## config.mk

```make
export PLATFORM = sky130hd
export DESIGN_NAME = if_fetch_unit_flat
export DESIGN_NICKNAME = d
export VERILOG_FILES = /design/src/rtl/if_fetch_unit_if.sv /design/src/rtl/if_fetch_unit.sv /design/src/flat_wrapper.sv
export SDC_FILE = /design/constraint.sdc
export NUM_CORES = 1
export LEC_CHECK = 0
export ABC_AREA = 1
export CORE_UTILIZATION = 46
export DETAILED_ROUTE_END_ITERATION = 6
export PLACE_DENSITY_LB_ADDON = 0.1
export SYNTH_ARGS = -nofsm -noshare
export SYNTH_HDL_FRONTEND = slang
export SYNTH_SLANG_ARGS = --single-unit
```

## constraint.sdc

```tcl
create_clock -name clk -period 5.6 [get_ports clk]
set_input_delay 1.68 -clock clk [delete_from_list [all_inputs] [get_ports clk]]
set_output_delay 1.68 -clock clk [all_outputs]
set_load 0.1 [all_outputs]
```

## src/rtl/if_fetch_unit_if.sv

```systemverilog
// rtl/if_fetch_unit_if.sv - fetch-stage bus: i_mem port, redirect input, IF/ID output register
interface if_fetch_unit_if;
    logic [31:0] imem_pc;
    logic [31:0] imem_inst;
    logic        redirect_valid;
    logic [31:0] redirect_pc;
    logic        id_ready;
    logic        id_valid;
    logic [31:0] id_pc;
    logic [31:0] id_inst;
    logic [31:0] id_pc_plus4;
    logic        id_fault;
    logic [31:0] fetch_count;

    modport master (
        output imem_pc,
        input  imem_inst,
        input  redirect_valid,
        input  redirect_pc,
        input  id_ready,
        output id_valid,
        output id_pc,
        output id_inst,
        output id_pc_plus4,
        output id_fault,
        output fetch_count
    );

    modport slave (
        input  imem_pc,
        output imem_inst,
        output redirect_valid,
        output redirect_pc,
        output id_ready,
        input  id_valid,
        input  id_pc,
        input  id_inst,
        input  id_pc_plus4,
        input  id_fault,
        input  fetch_count
    );
endinterface

```

## src/rtl/if_fetch_unit.sv

```systemverilog
// rtl/if_fetch_unit.sv - instruction fetch: PC, i_mem address, IF/ID register, redirect flush, sticky fault
module if_fetch_unit #(
    parameter logic [31:0] RESET_PC   = 32'h0000_0000,
    parameter int          IMEM_DEPTH = 100,
    parameter logic [31:0] NOP_INST   = 32'h0000_0013
) (
    input  logic             clk,
    input  logic             rst,
    if_fetch_unit_if.master  bus
);

    localparam logic [31:0] DEPTH_W = 32'(IMEM_DEPTH);

    typedef enum logic {ST_RUN, ST_FAULT} state_t;

    state_t      r_state;
    logic [31:0] r_pc;
    logic        r_id_valid;
    logic [31:0] r_id_pc;
    logic [31:0] r_id_inst;
    logic        r_id_fault;
    logic [31:0] r_fetch_count;

    state_t      w_state_nxt;
    logic [31:0] w_pc_nxt;
    logic        w_id_valid_nxt;
    logic [31:0] w_id_pc_nxt;
    logic [31:0] w_id_inst_nxt;
    logic        w_id_fault_nxt;
    logic [31:0] w_fetch_count_nxt;
    logic        w_out_free;
    logic        w_bad;

    assign w_out_free = !r_id_valid || bus.id_ready;
    assign w_bad      = (r_pc[1:0] != 2'b00) || ({2'b00, r_pc[31:2]} >= DEPTH_W);

    always_ff @(posedge clk or posedge rst) begin
        if (rst) begin
            r_state       <= ST_RUN;
            r_pc          <= RESET_PC;
            r_id_valid    <= 1'b0;
            r_id_pc       <= 32'h0;
            r_id_inst     <= NOP_INST;
            r_id_fault    <= 1'b0;
            r_fetch_count <= 32'h0;
        end else begin
            r_state       <= w_state_nxt;
            r_pc          <= w_pc_nxt;
            r_id_valid    <= w_id_valid_nxt;
            r_id_pc       <= w_id_pc_nxt;
            r_id_inst     <= w_id_inst_nxt;
            r_id_fault    <= w_id_fault_nxt;
            r_fetch_count <= w_fetch_count_nxt;
        end
    end

    always_comb begin
        w_state_nxt       = r_state;
        w_pc_nxt          = r_pc;
        w_id_valid_nxt    = r_id_valid;
        w_id_pc_nxt       = r_id_pc;
        w_id_inst_nxt     = r_id_inst;
        w_id_fault_nxt    = r_id_fault;
        w_fetch_count_nxt = r_fetch_count;

        // A redirect flushes the held entry, so its handshake is never counted.
        if (r_id_valid && bus.id_ready && !r_id_fault && !bus.redirect_valid)
            w_fetch_count_nxt = r_fetch_count + 32'd1;

        case (r_state)
            ST_RUN: begin
                if (bus.redirect_valid) begin
                    w_pc_nxt       = bus.redirect_pc;
                    w_id_valid_nxt = 1'b0;
                end else if (w_out_free && !w_bad) begin
                    w_id_pc_nxt    = r_pc;
                    w_id_inst_nxt  = bus.imem_inst;
                    w_id_fault_nxt = 1'b0;
                    w_id_valid_nxt = 1'b1;
                    w_pc_nxt       = r_pc + 32'd4;
                end else if (w_out_free) begin
                    w_id_pc_nxt    = r_pc;
                    w_id_inst_nxt  = NOP_INST;
                    w_id_fault_nxt = 1'b1;
                    w_id_valid_nxt = 1'b1;
                    w_state_nxt    = ST_FAULT;
                end
            end
            ST_FAULT: begin
                // Parked on the faulting PC until a redirect supplies a new target.
                if (bus.redirect_valid) begin
                    w_pc_nxt       = bus.redirect_pc;
                    w_id_valid_nxt = 1'b0;
                    w_state_nxt    = ST_RUN;
                end else if (r_id_valid && bus.id_ready) begin
                    w_id_valid_nxt = 1'b0;
                end
            end
            default: begin
                w_state_nxt = ST_RUN;
            end
        endcase
    end

    assign bus.imem_pc     = r_pc;
    assign bus.id_valid    = r_id_valid;
    assign bus.id_pc       = r_id_pc;
    assign bus.id_inst     = r_id_inst;
    assign bus.id_pc_plus4 = r_id_pc + 32'd4;
    assign bus.id_fault    = r_id_fault;
    assign bus.fetch_count = r_fetch_count;

endmodule

```

## src/flat_wrapper.sv

```systemverilog
// flat-port wrapper written by rule: the top's interface ports become plain ports
module if_fetch_unit_flat 
#(
    parameter logic [31:0] RESET_PC   = 32'h0000_0000,
    parameter int          IMEM_DEPTH = 100,
    parameter logic [31:0] NOP_INST   = 32'h0000_0013
)
  (clk, rst, bus_imem_pc, bus_imem_inst, bus_redirect_valid, bus_redirect_pc, bus_id_ready, bus_id_valid, bus_id_pc, bus_id_inst, bus_id_pc_plus4, bus_id_fault, bus_fetch_count);
  if_fetch_unit_if bus_i ();
  input  logic clk;
  input  logic rst;
  output wire logic [$bits(bus_i.imem_pc)-1:0] bus_imem_pc;
  input wire logic [$bits(bus_i.imem_inst)-1:0] bus_imem_inst;
  input wire logic [$bits(bus_i.redirect_valid)-1:0] bus_redirect_valid;
  input wire logic [$bits(bus_i.redirect_pc)-1:0] bus_redirect_pc;
  input wire logic [$bits(bus_i.id_ready)-1:0] bus_id_ready;
  output wire logic [$bits(bus_i.id_valid)-1:0] bus_id_valid;
  output wire logic [$bits(bus_i.id_pc)-1:0] bus_id_pc;
  output wire logic [$bits(bus_i.id_inst)-1:0] bus_id_inst;
  output wire logic [$bits(bus_i.id_pc_plus4)-1:0] bus_id_pc_plus4;
  output wire logic [$bits(bus_i.id_fault)-1:0] bus_id_fault;
  output wire logic [$bits(bus_i.fetch_count)-1:0] bus_fetch_count;
  assign bus_imem_pc = bus_i.imem_pc;
  assign bus_i.imem_inst = bus_imem_inst;
  assign bus_i.redirect_valid = bus_redirect_valid;
  assign bus_i.redirect_pc = bus_redirect_pc;
  assign bus_i.id_ready = bus_id_ready;
  assign bus_id_valid = bus_i.id_valid;
  assign bus_id_pc = bus_i.id_pc;
  assign bus_id_inst = bus_i.id_inst;
  assign bus_id_pc_plus4 = bus_i.id_pc_plus4;
  assign bus_id_fault = bus_i.id_fault;
  assign bus_fetch_count = bus_i.fetch_count;
  if_fetch_unit #(.RESET_PC(RESET_PC), .IMEM_DEPTH(IMEM_DEPTH), .NOP_INST(NOP_INST)) u_core (.clk(clk), .rst(rst), .bus(bus_i));
endmodule
```

==> impl_metrics.py <==
metrics = {
    "pwr": {
        "p_int_mw": 2.166,
        "p_clk_share_pct": 24.8,
        "p_switching_mw": 2.291,
        "finalPower_mw": 4.457,
        "power.density_mw_per_mm2": 457.8,
        "combinationalPowerShare_pct": 47.7,
        "seq_power_share_pct": 27.4,
        "peakVddDrop_v": 0.0002325,
        "switching_share_pct": 51.41,
        "leakage_nw": 4.461,
    },
    "job": {
        "cap_violations": 0,
    },
    "synth": {
        "ys_warn_count": 0,
        "ys_ff_latch": 131,
        "syn-cell-area_mm2": 0.006743,
        "postSynthCellCount": 874,
        "ys_seq_area_share_pct": 48.67,
        "synthFlopType": "dfrtp_1",
        "synth_edf_count": 0,
        "yosys.area.top_type_share_pct": 47.50,
        "async_flop_share_pct": 100.0,
        "synth.most_common_cell": "nand2_1",
        "synth_area_leaders": "dfrtp_1 48%, nand2_1 18%, nand3_1 6.8%, nor2_1 4.2%, xor2_1 4.0%",
        "synth.distinct_cells": 33,
        "syn_nets": 946,
        "syn_avg_cell_area_um2": 7.715,
        "synth.top_cells.by_count": "330 x nand2_1, 128 x dfrtp_1, 91 x nand3_1",
        "synth_top_cell_by_area": "dfrtp_1",
    },
    "route": {
        "firstDrtPassIters": 7,
        "ant_nets": 0,
        "wl_per_cell_um": 15.63,
        "drt_iter0_markers": 382,
        "vias": 6482,
        "drt-vias-per-instance": 5.025,
        "drc_errors": 0,
        "drt_wl_total_um": 20170,
    },
    "critical_path": {
        "crit_required_ns": 3.92,
        "crit_chain": "nand2_1, nor3_1, nand2_1, nor2_1, nand2_1, xor2_1, clkdlybuf4s50_1",
        "rr_worst_depth": 9,
        "critPathMostFrequentCell": "nand2_1",
        "crit_buf_inv": 1,
        "arrival_ns": 3.14,
        "timing.rr.end": "u_core.bus.imem_pc[30]$_DFFE_PP0P_",
        "r2r_slack_ns": 3.42,
        "worstPathMaxFanout": 5,
        "cp_slowest_stage_delay_ns": 1.15,
        "setup.worst_path.end_class": "output port",
        "slowest_stage": "clkdlybuf4s50_1",
        "crit_family": "buffers and inverters",
        "criticalPathCategory": "register to output port",
        "start_kind": "register",
        "worstReg2RegStart": "u_core.bus.imem_pc[30]$_DFFE_PP0P_",
    },
    "clock_network": {
        "post_cts_buffers": 0,
        "cts_buffers": 17,
        "ctsRootBufferMaster": "clkbuf_16",
        "cts_tree": "built",
        "cts-htree-levels": 4,
        "clkLatencyLatePin_ns": 0.42,
        "cts_buffer_depth": 2,
        "path_clk_slew_ns": 0.06,
        "cts_hold_buf": 0,
        "ctsResizeCount": 0,
        "cts.sinks": 131,
    },
    "floorplanning": {
        "die_y_um": 123.1,
        "io-pin-count": 230,
        "start_util_pct": 47.83,
        "die_width_um": 123.1,
        "core_mm2": 0.01410,
        "die-area_mm2": 0.01515,
        "num_rows": 43,
    },
    "finish": {
        "nets": 1169,
        "multi_input_area_mm2": 0.003064,
        "diodes": 0,
        "final_cells": 1290,
        "drive_gt1_share_pct": 5.946,
        "syn_to_final_growth_pct": 44.41,
        "regArea_mm2": 0.003282,
        "post-route-util_pct": 69.08,
        "fillCellCount": 1197,
    },
    "timing": {
        "slew_violations": 0,
        "setup_violations": 0,
        "finalWorstSetupSlack_ns": 0.7840,
        "rsz0062_at_grt": "no",
        "tns_ns": 0,
        "tightest_slew_ns": 1.034,
        "hold_viol": 0,
        "final.min_clock_period_ns": 4.816,
        "fin_crit_sh_pct": 86.00,
        "fmax_mhz": 207.6,
        "finClkSkew_ns": 0.008627,
        "maxSlewHeadroom_pct": 30.86,
    },
    "grt": {
        "grt_pass1_wl_um": 31820,
        "antenna_found_initial": 0,
        "globalRoute.totalOverflow": 0,
        "grt_pass1_vias": 6068,
        "grt_use_total_pct": 27.97,
        "grt_max_degree": 91,
    },
    "hold_path": {
        "holdPathEnd": "u_core.bus.fetch_count[31]$_DFFE_PP0P_",
        "hold_depth": 1,
        "hp-class": "register to register",
        "holdCritStartpoint": "u_core.bus.fetch_count[31]$_DFFE_PP0P_",
    },
    "placed_design": {
        "post-place-ws_ns": 1.246,
        "place_inst": 1258,
        "dp_hpwl_um": 14690,
        "numPortBuffers": 229,
        "gp_congestion": 0.9429,
    },
    "run_status": {
        "status": "finished clean",
    },
}
-- power groups by stage --
stage | Clock, mW | Combinational, mW | Sequential [mW]
3_3_place_gp | 0 | 2.13 | 1.23
3_5_place_dp | 0 | 2.13 | 1.23
5_1_grt | 1.17 | 2.20 | 1.24
4_1_cts | 1.12 | 2.14 | 1.22
6_report | 1.11 | 2.13 | 1.22
2_1_floorplan | 0 | 0.801 | 2.03
-- cell usage in the layout, fill, tap and decap left out, types with 4 or more instances in the layout --
master,n
nor2_2,4
xor2_1,31
o21ai_0,34
nand2_1,330
nand4_1,8
clkdlybuf4s50_1,229
clkbuf_16,17
nand3_1,91
xnor2_1,15
nor2_1,75
inv_1,61
nand2_2,4
nor3_1,20
nor2_4,7
dfrtp_1,128
nand3b_1,7
ha_1,4
buf_4,5
inv_6,4
-- final cells by class --
type                    count  share of cell area, %
inverters                  66                  2.596
multi-input cells         647                  31.47
flip-flops and latches    131                  33.71
well taps                 180                  2.313
clock inverters            14                  1.581
repair buffers            234                  23.93
clock buffers              18                  4.408
-- worst max path at each step --
| stage | endpoint | cells past startpoint | slack [ns] | startpoint |
|---|---|---|---|---|
| global placement | bus_id_pc_plus4[19] | 6 | 1.28 | u_core.bus.id_pc[7]$_DFFE_PP0P_ |
| CTS | bus_id_pc_plus4[25] | 7 | 0.78 | u_core.bus.id_pc[6]$_DFFE_PP0P_ |
| floorplan | u_core.bus.fetch_count[0]$_DFFE_PP0P_ | 1 | 0.43 | rst |
| detailed placement | bus_id_pc_plus4[25] | 7 | 1.25 | u_core.bus.id_pc[6]$_DFFE_PP0P_ |
| global route | bus_id_pc_plus4[25] | 7 | 0.55 | u_core.bus.id_pc[6]$_DFFE_PP0P_ |
| finish | bus_id_pc_plus4[25] | 7 | 0.78 | u_core.bus.id_pc[6]$_DFFE_PP0P_ |
-- sequential cells by signal (all words and copies together) (netlist names) --
name,flops
u_core.r_state,1
u_core.bus.id_fault,1
u_core.bus.id_inst,32
u_core.bus.id_valid,1
u_core.bus.imem_pc,32
u_core.bus.fetch_count,32
u_core.bus.id_pc,32
-- stage by stage --
step | hold WS, ns | cell area, µm²
2_1_floorplan | 0.4863 | 6743
3_3_place_gp | 0.4613 | 9154
3_5_place_dp | 0.4638 | 9154
4_1_cts | 0.4741 | 9737
5_1_grt | 0.5050 | 9737
6_report | 0.4775 | 9737
-- kinds of logic after synthesis --
group	after synthesis	share of synthesized area, %
AOI/OAI and AO/OA	37	2.746
and+or+nand+nor	560	35.91
adders and majority gates	4	0.7423
DFF	131	48.67
buffers and inverters	96	5.956
xor gates and xnor gates	46	5.975
-- worst reg2reg max path: stages (launching register included) --
cell and delay [ns]:
dfrtp_1 0.43, nor2_1 0.11, nand2_1 0.09, nor2_1 0.22, nand2_1 0.09, nor2_1 0.09
nand3_1 0.42, buf_4 0.41, nand3_1 0.10, nand2_1 0.09
-- routing by layer --
layer  routed length [µm]  track usage (%)  share of wire, %
met2                 9055            41.61                45
met3                 1430            8.210               7.1
met1                 9320            39.15                46
met5                    0                0                 0
met4                  359            8.886               1.8
No activity file was read; power rests on OpenSTA's default activity.
